## src/rtl/seg_pkg.sv

```systemverilog
// Shared types and helpers for the 7-segment scan controller.
// lz_mask works on a fixed maximum width so it can serve any digit count.
package seg_pkg;

    localparam logic [3:0] BLANK_CODE = 4'hF;
    localparam int         MAX_DIGITS = 16;

    typedef enum logic {
        DEAD = 1'b0,
        ON   = 1'b1
    } scan_state_t;

    // Bit i set when digit i (i>0) and every more significant digit are zero.
    // Digit 0 is never masked so an all-zero value still shows "0".
    function automatic logic [MAX_DIGITS-1:0] lz_mask(
        input logic [4*MAX_DIGITS-1:0] shadow,
        input int                      num_digits
    );
        logic [MAX_DIGITS-1:0] mask;
        logic                  upper_zero;
        mask       = '0;
        upper_zero = 1'b1;
        for (int i = MAX_DIGITS-1; i >= 0; i--) begin
            if (i < num_digits) begin
                upper_zero = upper_zero & (shadow[4*i +: 4] == 4'h0);
                if (i != 0) mask[i] = upper_zero;
            end
        end
        return mask;
    endfunction

endpackage

```

## src/rtl/seg_refresh_prescaler.sv

```systemverilog
// Slot timer: counts 0..REFRESH_DIV-1 and flags the last dead cycle
// and the last cycle of each slot.
module seg_refresh_prescaler #(
    parameter int REFRESH_DIV = 50000,
    parameter int DEAD_CYCLES = 16
) (
    input  logic clk,
    input  logic rst_n,
    output logic dead_end,
    output logic slot_end
);
    localparam int              CNT_W     = $clog2(REFRESH_DIV);
    localparam logic [CNT_W-1:0] CNT_LAST  = CNT_W'(REFRESH_DIV - 1);
    localparam logic [CNT_W-1:0] DEAD_LAST = CNT_W'(DEAD_CYCLES - 1);

    logic [CNT_W-1:0] cnt_q, cnt_d;

    always_comb begin
        cnt_d = cnt_q + CNT_W'(1);
        if (cnt_q == CNT_LAST) cnt_d = '0;
    end

    always_ff @(posedge clk) begin
        if (!rst_n) cnt_q <= '0;
        else        cnt_q <= cnt_d;
    end

    assign dead_end = (cnt_q == DEAD_LAST);
    assign slot_end = (cnt_q == CNT_LAST);

endmodule

```

## src/rtl/seg_scan_ctrl.sv

```systemverilog
// Time-multiplexed scan controller for a common-anode 7-segment display:
// dead time per slot, leading-zero blanking, global blank and frame pulse.
module seg_scan_ctrl
    import seg_pkg::*;
#(
    parameter int NUM_DIGITS  = 4,
    parameter int REFRESH_DIV = 50000,
    parameter int DEAD_CYCLES = 16,
    parameter int LZ_BLANK    = 1
) (
    input  logic                          clk,
    input  logic                          rst_n,
    input  logic                          load,
    input  logic [4*NUM_DIGITS-1:0]       digits_in,
    input  logic                          blank_all,
    output logic [3:0]                    bin,
    output logic [NUM_DIGITS-1:0]         an,
    output logic [$clog2(NUM_DIGITS)-1:0] digit_idx,
    output logic                          frame_done
);
    localparam int             IDX_W    = $clog2(NUM_DIGITS);
    localparam logic [IDX_W-1:0] IDX_LAST = IDX_W'(NUM_DIGITS - 1);

    logic                    dead_end, slot_end;
    scan_state_t             state_q, state_d;
    logic [4*NUM_DIGITS-1:0] shadow_q, shadow_d;
    logic [IDX_W-1:0]        idx_q, idx_d;
    logic [3:0]              bin_q, bin_d;
    logic [NUM_DIGITS-1:0]   an_q, an_d;
    logic                    lit_q, lit_d;
    logic                    frame_q, frame_d;

    logic [4*MAX_DIGITS-1:0] shadow_ext;
    logic [MAX_DIGITS-1:0]   blank_mask;
    logic [3:0]              cur_code;
    logic                    cur_blank;

    seg_refresh_prescaler #(
        .REFRESH_DIV (REFRESH_DIV),
        .DEAD_CYCLES (DEAD_CYCLES)
    ) u_prescaler (
        .clk      (clk),
        .rst_n    (rst_n),
        .dead_end (dead_end),
        .slot_end (slot_end)
    );

    always_comb begin
        shadow_ext                   = '0;
        shadow_ext[4*NUM_DIGITS-1:0] = shadow_q;
    end

    assign blank_mask = lz_mask(shadow_ext, NUM_DIGITS);

    // Code and blank decision for the slot about to be captured.
    always_comb begin
        cur_code  = BLANK_CODE;
        cur_blank = 1'b0;
        for (int i = 0; i < MAX_DIGITS; i++) begin
            if (i < NUM_DIGITS && idx_q == IDX_W'(i)) begin
                cur_code  = shadow_ext[4*i +: 4];
                cur_blank = (LZ_BLANK != 0) && blank_mask[i];
            end
        end
    end

    always_comb begin
        state_d  = state_q;
        idx_d    = idx_q;
        bin_d    = bin_q;
        lit_d    = lit_q;
        frame_d  = 1'b0;
        shadow_d = load ? digits_in : shadow_q;
        case (state_q)
            DEAD: if (dead_end) begin
                state_d = ON;
                lit_d   = !cur_blank;
                bin_d   = cur_blank ? BLANK_CODE : cur_code;
            end
            ON: if (slot_end) begin
                state_d = DEAD;
                lit_d   = 1'b0;
                bin_d   = BLANK_CODE;
                frame_d = (idx_q == IDX_LAST);
                idx_d   = (idx_q == IDX_LAST) ? '0 : idx_q + IDX_W'(1);
            end
            default: state_d = DEAD;
        endcase

        // blank_all only gates the anodes; everything else keeps running.
        an_d = '1;
        for (int i = 0; i < NUM_DIGITS; i++) begin
            if (state_d == ON && lit_d && !blank_all && idx_d == IDX_W'(i))
                an_d[i] = 1'b0;
        end
    end

    always_ff @(posedge clk) begin
        if (!rst_n) begin
            state_q  <= DEAD;
            shadow_q <= '0;
            idx_q    <= '0;
            bin_q    <= BLANK_CODE;
            an_q     <= '1;
            lit_q    <= 1'b0;
            frame_q  <= 1'b0;
        end else begin
            state_q  <= state_d;
            shadow_q <= shadow_d;
            idx_q    <= idx_d;
            bin_q    <= bin_d;
            an_q     <= an_d;
            lit_q    <= lit_d;
            frame_q  <= frame_d;
        end
    end

    assign bin        = bin_q;
    assign an         = an_q;
    assign digit_idx  = idx_q;
    assign frame_done = frame_q;

endmodule

```

## config.mk

```make
export PLATFORM = sky130hd
export DESIGN_NAME = seg_scan_ctrl
export DESIGN_NICKNAME = d
export VERILOG_FILES = /design/src/rtl/seg_pkg.sv /design/src/rtl/seg_refresh_prescaler.sv /design/src/rtl/seg_scan_ctrl.sv
export SDC_FILE = /design/constraint.sdc
export NUM_CORES = 1
export LEC_CHECK = 0
export BUFFER_PORTS_ARGS = -buffer_cell sky130_fd_sc_hd__buf_2
export CAP_MARGIN = 20
export CORE_MARGIN = 3
export CORE_UTILIZATION = 55
export DETAILED_ROUTE_END_ITERATION = 7
export GPL_TIMING_DRIVEN = 1
export PLACE_DENSITY = 0.87
export SETUP_SLACK_MARGIN = 0.2
export SLEW_MARGIN = 0
export SYNTH_ARGS = -nofsm -noshare
export SYNTH_HDL_FRONTEND = slang
export SYNTH_SLANG_ARGS = --single-unit
export TNS_END_PERCENT = 30
```

## constraint.sdc

```tcl
create_clock -name clk -period 2.3 [get_ports clk]
set_clock_uncertainty 0.15 [all_clocks]
set_input_delay 0.46 -clock clk [delete_from_list [all_inputs] [get_ports clk]]
set_output_delay 0.46 -clock clk [all_outputs]
set_load 0.01 [all_outputs]
```

==> key figures, run 1 <==
Status
  • Outcome: completed

Global route
  • First-pass GRT wire length: just under 7000 um
  • Total gr overflow: 0
  • Initial antenna violation count: 0
  • Vias in the first global route: ~1400
  • Pin count of the biggest net entering global routing: 17
  • Total GRT Usage: between 20% and 30%

Setup path
  • Highest fanout seen on the critical path: 6
  • CP cell instances: ha_2 > and3_4 > nand3_2 > or2_4 > o41ai_4 > or3b_1
  • WP buf/inv: 0
  • Classification of the worst setup path: register to register
  • CP max-delay cell: or3b_1
  • CP startpoint kind: register
  • Delay-heaviest family, CP: simple AND/OR/NAND/NOR gates
  • CP endpoint kind: register
  • R2R depth: 6
  • Critical Path RT: ~2.4 ns
  • Crit path DAT: about 2.2 ns
  • Worst path depth: 6
  • Slowest stage delay, CP: 0.37 ns

Power
  • Pwr dens: 564 mW/mm^2
  • Power, Total: 1.26 mW
  • Pleak: 0.896 nW
  • Max VDD drop: around 0.00038 V

Die
  • Core Area: approximately 0.0032 mm^2
  • Die height: 65.5 um
  • I/O pin count: 31
  • Die ar.: between 0.004 and 0.005 mm^2
  • Num rows: 20
  • Die Span X: between 60 and 70 um
  • Starting density of the core: between 60 and 70%

Clock tree
  • Num CTS Buffers: 5
  • Clk slew on worst S/H paths: approximately 0.12 ns
  • H-Tree Depth: 2
  • CTS Root Cell: clkbuf_4
  • CTS tree: done
  • Clock buffer depth: 2
  • Post-CTS Hold Fix Bufs: 0
  • Clock Sinks: between 40 and 50
  • Worst-Skew Late Latency: between 0.3 and 0.4 ns

Placement
  • HPWL Detailed: between 2000 and 3000 um
  • Post-DP Area: ~0.0021 mm^2
  • RD Place Congestion: 0.837
  • PortBufs: 30
  • Cell total after placement: roughly 280

Final layout
  • Non-Filler Instances: roughly 290
  • # diodes: 0
  • Finished Core Util: around 70%
  • Fin nets: roughly 270
  • Layout cells sized above 1: between 20% and 30%
  • Layout Area Growth over Synthesis: 14.6%
  • Post-route cell area: between 0.002 and 0.0025 mm^2

STA
  • Slew HR: around two thirds
  • RSZ-0062 raised after global routing: yes
  • Crit share post-route: 88.9%
  • Final Hold Fails: 0
  • Count of final setup violators: 0
  • Total negative slack: 0 ns
  • Fmax: roughly 0.49 GHz
  • Post-layout min period: approximately 2 ns
  • Slew Viols, Final: 0
  • Worst-Margin Slew: 0.471 ns

Synth
  • Synthesized flop and latch total: 45
  • Mapped cell area: approximately 0.0019 mm^2
  • Synth Flop Type: dfxtp_1
  • Yosys warnings: 0
  • Synth cell count leaders: dfxtp_1, nor2_1, mux2i_1
  • Synthesized instance count: around 210
  • Synth cell types: 35
  • Leading area contributor after synthesis: dfxtp_1
  • Post-synth EDFFs: 0
  • Post-synthesis sequential area ratio: between 40% and 50%
  • Leading post-synthesis cells by cell area: dfxtp_1, mux2i_1, nor2_1
  • Top-area cell type share of the netlist area: approximately 46%
  • Syn nets: between 200 and 250
  • Top-count cell post-synth: dfxtp_1
  • Mapped Avg Cell Area: just over 9 um^2
  • FFs w/ async S/R, synth: 0%

Route
  • Via/cell ratio: 5.36
  • Final ANT Viol Nets: 0
  • First-pass detailed-route iteration total: 5
  • Post-Route WL: roughly 3900 um
  • DRC: 0
  • DR vias: between 1500 and 2000
  • Routed wire length per instance: roughly 13 um
  • Initial drt markers: 83

Hold path
  • Hold path depth: 3
  • Hold Path Class: input port to register

Run
  • MaxCap Viol Count: 0
[per-layer routing]
metal  track usage [%]  wire length [um]
met4              11.9                82
met5                 0                 0
met2              30.8              1690
met1              27.9              1870
met3              4.96               233
[cells in the final DEF (no fill, tap or decap), types with 2 or more instances in the layout]
| master | n |
|---|---|
| dfxtp_2 | 2 |
| nand3_1 | 4 |
| a2bb2oi_1 | 5 |
| xor2_1 | 6 |
| or3b_1 | 2 |
| or3_1 | 2 |
| nor2_1 | 42 |
| buf_2 | 30 |
| o311ai_0 | 3 |
| o21ai_0 | 8 |
| nor2b_1 | 3 |
| xnor2_1 | 7 |
| ha_2 | 2 |
| a21oi_1 | 2 |
| dfxtp_1 | 43 |
| mux2i_1 | 19 |
| ha_1 | 3 |
| nor4_1 | 4 |
| nand2_1 | 16 |
| buf_4 | 3 |
| clkbuf_4 | 5 |
| nor3b_1 | 3 |
| nor4_2 | 2 |
| and3_1 | 3 |
| inv_1 | 5 |
| nor3_1 | 2 |
| nand2b_1 | 2 |
| nand3b_1 | 2 |
| nand4_1 | 3 |
| clkbuf_1 | 3 |
[final timing paths]
path	slack [ns]	from	to
worst max register to register	0.26	u_prescaler.cnt_q[1]	an[3]
worst min-delay path	0.18	digits_in[4]	shadow_q[4]
worst min register to register	0.28	u_prescaler.cnt_q[0]	u_prescaler.cnt_q[0]
worst max-delay path	0.26	u_prescaler.cnt_q[1]	an[3]
[report_power, final]
group / switching [mW] / leakage [nW] / internal [mW] / total [mW]
clock: 0.236 / 0.0265 / 0.122 / 0.358
sequential: 0.0164 / 0.367 / 0.801 / 0.817
combinational: 0.0433 / 0.502 / 0.0412 / 0.0846
total: 0.295 / 0.896 / 0.964 / 1.26
[worst reg2reg max path, cell delays in order, from the launching register on]
cell and delay [ns]:
dfxtp_1 0.36, ha_2 0.21, and3_4 0.21, nand3_2 0.12, or2_4 0.30, o41ai_4 0.23, or3b_1 0.37
[cell type report]
cell class	instances	area [um^2]
repair buffers	33	173
multi-input cells	155	1030
fillers	266	970
clock buffers	8	48.8
inverters	6	22.5
flip-flops and latches	45	903
well taps	44	55.1
[sequential cells by signal, summed over array words and instances (netlist names)]
signal,cells
bin,4
an,4
state_q,1
digit_idx,2
shadow_q,16
u_prescaler.cnt_q,16
lit_q,1
frame_done,1
[stage by stage]
stage                     worst slack [ns]  hold WS [ns]
final                                0.255         0.179
after global routing                 0.123         0.166
after CTS                            0.154         0.172
after detailed placement            0.0787         0.288
after global placement               0.183         0.281
after floorplan                      0.269         0.268
[logic make-up (layout without fill, tap and decap cells)]
family	count (synthesis)	count (layout)	share of synthesized area (%)
buffers and inverters	12	47	2.50
xor gates and xnor gates	13	13	5.84
muxes	19	19	9.76
DFF	45	45	46.2
adders and majority gates	5	5	3.21
AOI/OAI and AO/OA	21	21	7.70
and+or+nand+nor	97	97	24.8
[repair_timing]
action	CTS	global route
endpoints found under the setup margin	2	23
pin swaps	1	1
gates cloned	0	0
setup buffers	1	0
resized for setup	4	4
Power figures use the tool's default switching activity.
==> run 2, diff against run 1 <==
Settings changed: CORE_ASPECT_RATIO set to 1.5.
==> run 2 against run 1 <==
Register-to-register slack improved by 0.04 ns. Worst hold slack improved by 0.074 ns. Wire length decreased by 0.39%.
==> key figures, run 2 (synthesized netlist as in run 1, its figures left out) <==
Route
  • Via/cell ratio: around 5.4
  • Post-Route WL: just under 4000 um
  • DR vias: between 1500 and 2000
  • First-pass detailed-route iteration total: 4
  • Final ANT Viol Nets: 0
  • Routed wire length per instance: around 14 um
  • Initial drt markers: 42
  • DRC: 0

Power
  • Pleak: around 0.93 nW
  • Pwr dens: approximately 630 mW/mm^2
  • Max VDD drop: 0.000578 V

STA
  • Worst-Margin Slew: 0.487 ns
  • Slew HR: between 60% and 70%
  • Final worst setup slack: about 0.29 ns
  • Slew Viols, Final: 0
  • Final Hold Fails: 0
  • Count of final setup violators: 0
  • Crit share post-route: between 80% and 90%
  • Fmax: between 0.4 and 0.5 GHz
  • Post-layout min period: about 2 ns
  • RSZ-0062 raised after global routing: no
  • Total negative slack: 0 ns

Global route
  • Pin count of the biggest net entering global routing: 26
  • Total GRT Usage: 19.3%
  • Vias in the first global route: ~1500
  • Total gr overflow: 0
  • Initial antenna violation count: 0
  • First-pass GRT wire length: ~6200 um

Clock tree
  • Clk slew on worst S/H paths: 0.08 ns
  • CTS Root Cell: clkbuf_8
  • H-Tree Depth: 2
  • Worst-Skew Late Latency: between 0.2 and 0.3 ns
  • Clock buffer depth: 2
  • Num CTS Buffers: 5
  • CTS tree: done
  • Clock Sinks: 45

Setup path
  • Crit path DAT: 2.04 ns
  • CP endpoint kind: register
  • Classification of the worst setup path: register to register
  • CP startpoint kind: register
  • Critical Path RT: around 2.3 ns
  • Highest fanout seen on the critical path: 6

Placement
  • Pre-CTS setup slack: 0.193 ns
  • Cell total after placement: 278
  • RD Place Congestion: slightly below 0.8
  • HPWL Detailed: approximately 2800 um
  • PortBufs: 30

Run
  • MaxCap Viol Count: 0

Final layout
  • Largest registers: shadow_q x16, u_prescaler.cnt_q x16
  • Commonest non-fill, non-tap cell in the layout: dfxtp_1
  • Fin nets: between 200 and 300
  • Non-Filler Instances: 285
  • Layout cells sized above 1: 23.3%
  • # diodes: 0
  • # fillers: between 200 and 300
  • Layout Area Growth over Synthesis: 18.3%
  • Most frequent cells in the layout: dfxtp_1, nor2_1, buf_2

Die
  • Die Span X: about 55 um
  • Die height: between 70 and 80 um
  • I/O pin count: 31
  • Die ar.: around 0.0043 mm^2
  • Starting density of the core: roughly 59%
  • Core Area: ~0.0033 mm^2
  • Num rows: 25

Hold path
  • Hold Path Class: input port to register

Status
  • Outcome: completed
[run 2: changes by cell type in the layout (fill, tap and decap cells not counted), moves of 2 or more]
cell	before	now
clkbuf_4	5	0
nor2_2	0	2
clkbuf_8	0	5
nor2_1	42	40
clkbuf_1	3	0
[run 2: per-layer routing]
layer,wire length (um),vias to the layer above,global-route usage (%)
met5,0,-,0
met4,73,0,8.48
met3,150,6,4.50
met2,2050,30,35.5
met1,1580,718,19.2
li1,-,798,-
[run 2: repair_timing]
item / CTS / global route
pin swaps: 0 / 0
resized for setup: 0 / 15
setup buffers: 0 / 0
hold buffers: 0 / 0
gates cloned: 0 / 0
endpoints found under the setup margin: 2 / 23
[run 2: per-stage QoR]
stage | hold WS (ns) | power (mW) | area (um^2) | utilization (%)
after global placement | 0.280 | 0.912 | 2140 | 65.1
after floorplan | 0.268 | 0.884 | 1950 | -
after detailed placement | 0.307 | 0.916 | 2140 | 65.1
final | 0.253 | 1.46 | 2310 | 70.2
after CTS | 0.248 | 1.47 | 2240 | 68.3
after global routing | 0.253 | 1.52 | 2310 | 70.2
[run 2: worst paths after layout]
kind         slack (ns)  cells past startpoint                  from              endpoint
min reg2reg        0.28                      1  u_prescaler.cnt_q[0]  u_prescaler.cnt_q[0]
max reg2reg        0.29                      5          digit_idx[0]                 an[3]
max                0.29                      5          digit_idx[0]                 an[3]
min                0.25                      3         digits_in[14]          shadow_q[14]
[run 2: report_power, final]
group | switching (mW) | total, mW | internal, mW
sequential | 0.0160 | 0.816 | 0.800
clock | 0.242 | 0.558 | 0.315
combinational | 0.0444 | 0.0845 | 0.0401
total | 0.303 | 1.46 | 1.16
[run 2: worst max-delay path: stages, from the launching register on]
cell     delay [ns]
dfxtp_2        0.35
ha_1           0.26
o21ai_0        0.36
a21oi_4        0.08
o41ai_4        0.32
or3b_1         0.37
[run 2: layout make-up]
class,instances,area [um^2],share of cell area (%)
multi-input combinational,155,1060,46.0
sequential,45,905,39.2
timing repair buffer,32,165,7.16
clock buffer,5,68.8,2.98
tap,40,50.0,2.17
clock inverter,2,35.0,1.52
inverter,6,22.5,0.977
